--- config.mk ---
export PLATFORM = sky130hd
export DESIGN_NAME = arb_rr16_ctrl
export DESIGN_NICKNAME = d
export VERILOG_FILES = /design/src/rtl/arb_pkg.sv /design/src/rtl/decoder_4to16.sv /design/src/rtl/arb_rr16_ctrl.sv
export SDC_FILE = /design/constraint.sdc
export NUM_CORES = 1
export LEC_CHECK = 0
export BUFFER_PORTS_ARGS = -buffer_cell sky130_fd_sc_hd__buf_2
export CORE_AREA = 5 5 141 143
export DETAILED_ROUTE_END_ITERATION = 12
export DIE_AREA = 0 0 146 148
export PLACE_DENSITY_LB_ADDON = 0.2
export RECOVER_POWER = 50
export REMOVE_ABC_BUFFERS = 1
export SKIP_CTS_REPAIR_TIMING = 1
export SLEW_MARGIN = 30
export SYNTH_ARGS = -nofsm -noshare
export SYNTH_HDL_FRONTEND = slang
export SYNTH_SLANG_ARGS = --single-unit
--- constraint.sdc ---
create_clock -name clk -period 6.5 [get_ports clk]
set_input_delay 0.325 -clock clk [delete_from_list [all_inputs] [get_ports clk]]
set_output_delay 0.325 -clock clk [all_outputs]
set_load 0.01 [all_outputs]
--- src/rtl/arb_pkg.sv ---
// Shared types and the round-robin search used by the 16-way arbiter.
package arb_pkg;
  localparam int N_REQ = 16;
  localparam int ID_W  = 4;

  typedef enum logic {IDLE, GRANT} state_t;

  typedef struct packed {
    logic            found;
    logic [ID_W-1:0] idx;
  } pick_t;

  // First set request at or after start, wrapping from 15 back to 0.
  function automatic pick_t rr_pick(input logic [N_REQ-1:0] req,
                                    input logic [ID_W-1:0]  start);
    pick_t           res;
    logic [ID_W-1:0] idx;
    res = '0;
    for (int i = 0; i < N_REQ; i++) begin
      idx = start + ID_W'(i);
      if (!res.found && req[idx]) begin
        res.found = 1'b1;
        res.idx   = idx;
      end
    end
    return res;
  endfunction
endpackage

--- src/rtl/decoder_4to16.sv ---
// 4-to-16 one-hot decoder; {w,x,y,z} is the select with w as MSB.
module decoder_4to16 (
  input  logic w,
  input  logic x,
  input  logic y,
  input  logic z,
  output logic d0,
  output logic d1,
  output logic d2,
  output logic d3,
  output logic d4,
  output logic d5,
  output logic d6,
  output logic d7,
  output logic d8,
  output logic d9,
  output logic d10,
  output logic d11,
  output logic d12,
  output logic d13,
  output logic d14,
  output logic d15
);
  logic [3:0]  w_sel;
  logic [15:0] w_d;

  assign w_sel = {w, x, y, z};
  assign w_d   = 16'b1 << w_sel;

  assign d0  = w_d[0];
  assign d1  = w_d[1];
  assign d2  = w_d[2];
  assign d3  = w_d[3];
  assign d4  = w_d[4];
  assign d5  = w_d[5];
  assign d6  = w_d[6];
  assign d7  = w_d[7];
  assign d8  = w_d[8];
  assign d9  = w_d[9];
  assign d10 = w_d[10];
  assign d11 = w_d[11];
  assign d12 = w_d[12];
  assign d13 = w_d[13];
  assign d14 = w_d[14];
  assign d15 = w_d[15];
endmodule

--- src/rtl/arb_rr16_ctrl.sv ---
// Round-robin arbiter for 16 clients with hold-until-release and an optional
// fairness timeout; the grant vector is a gated decode of the registered owner.
//
// state | meaning
// IDLE  | no owner, gnt all zeros
// GRANT | r_gnt_id owns the resource
module arb_rr16_ctrl
  import arb_pkg::*;
#(
  parameter int MAX_HOLD = 16
) (
  input  logic             clk,
  input  logic             rst,
  input  logic [N_REQ-1:0] req,
  output logic [N_REQ-1:0] gnt,
  output logic [ID_W-1:0]  gnt_id,
  output logic             gnt_valid
);
  localparam int HOLD_W = (MAX_HOLD > 0) ? $clog2(MAX_HOLD + 1) : 1;
  localparam logic [HOLD_W-1:0] HOLD_SAT  = HOLD_W'(MAX_HOLD);
  localparam logic [HOLD_W-1:0] HOLD_LAST = HOLD_W'((MAX_HOLD > 0) ? MAX_HOLD - 1 : 0);

  state_t             r_state,  w_state_nxt;
  logic [ID_W-1:0]    r_gnt_id, w_gnt_id_nxt;
  logic [ID_W-1:0]    r_last,   w_last_nxt;
  logic [HOLD_W-1:0]  r_hold,   w_hold_nxt;

  logic [N_REQ-1:0]   w_others;
  logic [N_REQ-1:0]   w_dec;
  pick_t              w_pick_all;
  pick_t              w_pick_other;
  logic               w_timeout;

  assign w_others     = req & ~(N_REQ'(1) << r_gnt_id);
  assign w_pick_all   = rr_pick(req, r_last + 1'b1);
  assign w_pick_other = rr_pick(w_others, r_last + 1'b1);
  // >= rather than == so a saturated counter still times out once a rival appears.
  assign w_timeout    = (MAX_HOLD != 0) && (r_hold >= HOLD_LAST) && (|w_others);

  always_ff @(posedge clk or posedge rst) begin
    if (rst) begin
      r_state  <= IDLE;
      r_gnt_id <= '0;
      r_last   <= ID_W'(N_REQ - 1);
      r_hold   <= '0;
    end else begin
      r_state  <= w_state_nxt;
      r_gnt_id <= w_gnt_id_nxt;
      r_last   <= w_last_nxt;
      r_hold   <= w_hold_nxt;
    end
  end

  always_comb begin
    w_state_nxt  = r_state;
    w_gnt_id_nxt = r_gnt_id;
    w_last_nxt   = r_last;
    w_hold_nxt   = r_hold;
    case (r_state)
      IDLE: begin
        if (w_pick_all.found) begin
          w_state_nxt  = GRANT;
          w_gnt_id_nxt = w_pick_all.idx;
          w_last_nxt   = w_pick_all.idx;
          w_hold_nxt   = '0;
        end
      end
      GRANT: begin
        if (!req[r_gnt_id]) begin
          if (w_pick_all.found) begin
            w_gnt_id_nxt = w_pick_all.idx;
            w_last_nxt   = w_pick_all.idx;
            w_hold_nxt   = '0;
          end else begin
            w_state_nxt  = IDLE;
          end
        end else if (w_timeout) begin
          w_gnt_id_nxt = w_pick_other.idx;
          w_last_nxt   = w_pick_other.idx;
          w_hold_nxt   = '0;
        end else if (r_hold != HOLD_SAT) begin
          w_hold_nxt   = r_hold + 1'b1;
        end
      end
      default: w_state_nxt = IDLE;
    endcase
  end

  decoder_4to16 u_dec (
    .w   (r_gnt_id[3]),
    .x   (r_gnt_id[2]),
    .y   (r_gnt_id[1]),
    .z   (r_gnt_id[0]),
    .d0  (w_dec[0]),
    .d1  (w_dec[1]),
    .d2  (w_dec[2]),
    .d3  (w_dec[3]),
    .d4  (w_dec[4]),
    .d5  (w_dec[5]),
    .d6  (w_dec[6]),
    .d7  (w_dec[7]),
    .d8  (w_dec[8]),
    .d9  (w_dec[9]),
    .d10 (w_dec[10]),
    .d11 (w_dec[11]),
    .d12 (w_dec[12]),
    .d13 (w_dec[13]),
    .d14 (w_dec[14]),
    .d15 (w_dec[15])
  );

  assign gnt_valid = (r_state == GRANT);
  assign gnt_id    = r_gnt_id;
  assign gnt       = w_dec & {N_REQ{gnt_valid}};
endmodule

==> impl_metrics.tcl <==
set metrics [dict create \
    clkSinkCount 14 \
    syn_area_per_cell_um2 7.657 \
    dr.pass1.iters 6 \
    drc 0 \
    vias_per_cell 6.779 \
    hpwl_um 19810 \
    antenna_found_initial 0 \
    clock_latency_ns 0.25 \
    fin_cells 1058 \
    ios 39 \
    end_kind "register" \
    min_path_type "in2async" \
    diodes 0 \
    clk_pin_slew_ns 0.05 \
    slew_headroom_pct 31.70 \
    r2r_start "r_last[1]" \
    wl_um 25900 \
    setup_viol 0 \
    cts_tree "built" \
    fin_util_pct 36.32 \
    status "completed" \
    drive_gt1_share_pct 17.48 \
    crit_type "reg2reg" \
    dp_cells 1054 \
    grt.overflow.total 0 \
    fp-row-count 50 \
    drv_slew 0 \
    worst_r2r_endpoint "gnt_id[1]" \
    crit_arrival_ns 5.86 \
    final_common_cell "nand2_1" \
    clock_skew_ns 0.005729 \
    syn_area_um2 6340 \
    drt_iter0_drc 809 \
    nFillCells 1920 \
    cts-root-buf "clkbuf_16" \
    die_height_um 148 \
    port_buffers 38 \
    async_reset_ff_share_pct 100.0 \
    chipWidth_um 146 \
    required_ns 6.66 \
    layout_min_cycle_time_ns 5.690 \
    fin_crit_sh_pct 87.54 \
    whs_ns 0.1347 \
    syn_inst 828 \
    synthToLayoutAreaGrowth_pct 5.723 \
    worst_slew_pin_slew_ns 1.021 \
    cp-start-kind "register" \
    hold_viol 0 \
    cts_max_path_buffers 2 \
    grt_usage_pct 23.08 \
    gp_congestion 0.9429 \
    core_um2 18460 \
    yosysSeqAreaShare_pct 5.605 \
    ant_nets 0 \
    grt_pass1_wl_um 39940 \
    first_global_vias 6633 \
    synth.distinct_cells 107 \
    synth_flop_cell "dfrtp_1" \
    placed_cell_area_um2 6629 \
    critPathMaxFanout 14 \
    multi_input_area_um2 5500 \
    yosysWarnings 0 \
    final_area_um2 6703 \
    synth_edf_count 0 \
    maxCapViolations 0 \
    die-area_um2 21610 \
    rsz0062_at_grt "false" \
    drt-wirelength-per-cell_um 24.48 \
    grt_max_degree 83 \
    layout_common_cells "nand2_1, nor2_1, mux2i_1, o21ai_0, a21oi_1" \
    vias 7172 \
    cts_buffers 3 \
    rrSetupSlack_ns 0.81 \
    nNetsFinal 853 \
    reg2reg_depth 17 \
    ys_ff_latch 14 \
    ff_latch_area_um2 355.3 \
    htreeDepth 1 \
    initial_core_util_pct 34.35 \
    fmax_ghz 0.1757 \
]
==> through the flow <==
stage | setup slack [ns] | TNS, ns
global route | 0.6304 | 0
CTS | 0.9301 | 0
finish | 0.8099 | 0
global placement | 1.025 | 0
floorplan | -1.250 | -16.49
detailed placement | 0.9418 | 0
==> layout make-up <==
| cell class | instances | share of cell area (%) |
|---|---|---|
| clock buffers | 4 | 1.325 |
| inverters | 36 | 2.016 |
| multi-input cells | 713 | 82.06 |
| flip-flops and latches | 14 | 5.301 |
| well taps | 234 | 4.368 |
| repair buffers | 57 | 4.928 |
==> how the worst max path moves through the flow <==
stage	start	to	cells past startpoint
after CTS	r_last[1]	gnt_id[1]	17
after global placement	r_last[1]	gnt_id[1]	17
after floorplan	r_last[0]	gnt_id[0]	15
final	r_last[1]	gnt_id[1]	17
after global routing	r_last[1]	gnt_id[1]	17
after detailed placement	r_last[1]	gnt_id[1]	17
==> per-layer routing <==
metal	wire length [um]	part of all wire, %	track usage (%)
met1	11290	44	33.30
met2	11350	44	36.10
met3	2229	8.6	2.636
met4	1026	4.0	7.338
met5	0	0	0
==> cell families after synthesis <==
kind of cell    after synthesis  synth area share (%)
flops                        14                 5.605
mux                         105                 23.01
xor+xnor                     11                 2.743
buf+inv                     101                 7.835
simple gates                308                 26.82
fa+ha+maj                    10                 1.974
compound gates              279                 32.01
==> cells in the mapped netlist, types with 4 or more instances <==
library cell  instances  share of area, %
buf_4                12               1.4
inv_1                35               2.1
dfrtp_1              10               3.9
mux4_2               30                11
a21o_1                8              0.95
o31ai_1               8              0.95
nand3b_1              4              0.47
buf_6                 5              0.89
a21oi_1              40               3.2
a31oi_1               7              0.69
xnor3_1               4               1.4
a22oi_1               4              0.47
a211oi_1              8              0.95
nand2_1              91               5.4
nor2_1               57               3.4
nand2b_1             19               1.9
o21ai_1               8              0.63
nor2b_1              11               1.1
nor3_1               21               1.7
a211o_1               8               1.1
o221ai_1             15               2.1
o2111ai_1             9               1.2
nand4_1              13               1.3
or3_1                10              0.99
a22o_1                4              0.55
buf_2                18               1.4
o22ai_1              24               2.4
xnor2_1               4              0.55
o21ai_0              55               4.3
and2_1               11               1.1
a221oi_1              5              0.69
o21a_1               10               1.2
nand3_1              23               1.8
o211ai_1              5              0.59
clkbuf_1             25               1.5
dfstp_2               4               1.7
mux2i_1              55               8.7
ha_1                 10               2.0
o32ai_1              11               1.5
mux2_2               16               2.8
and3_1                8              0.79
==> registers in the layout, summed over array words and instances (netlist names) <==
name,cells
r_hold,5
r_last,4
gnt_valid,1
gnt_id,4
==> worst max-delay path, cell delays in order (launching register included) <==
cell and delay [ns]:
dfstp_2 0.67, ha_1 0.19, buf_4 0.22, xor2_2 0.33
buf_4 0.24, ha_1 0.33, a21bo_2 0.26, a31oi_1 0.19
xnor2_1 0.13, buf_4 0.22, mux2i_1 0.72, nor3_2 0.21
nand2_1 0.26, nor3_1 0.12, mux4_2 0.49, nor4_1 0.62
o221ai_1 0.27, o21ai_1 0.12
Power is left out: the tool's default activity adds up to more than one toggle a clock period on the data nets, which glitch-free logic cannot reach.
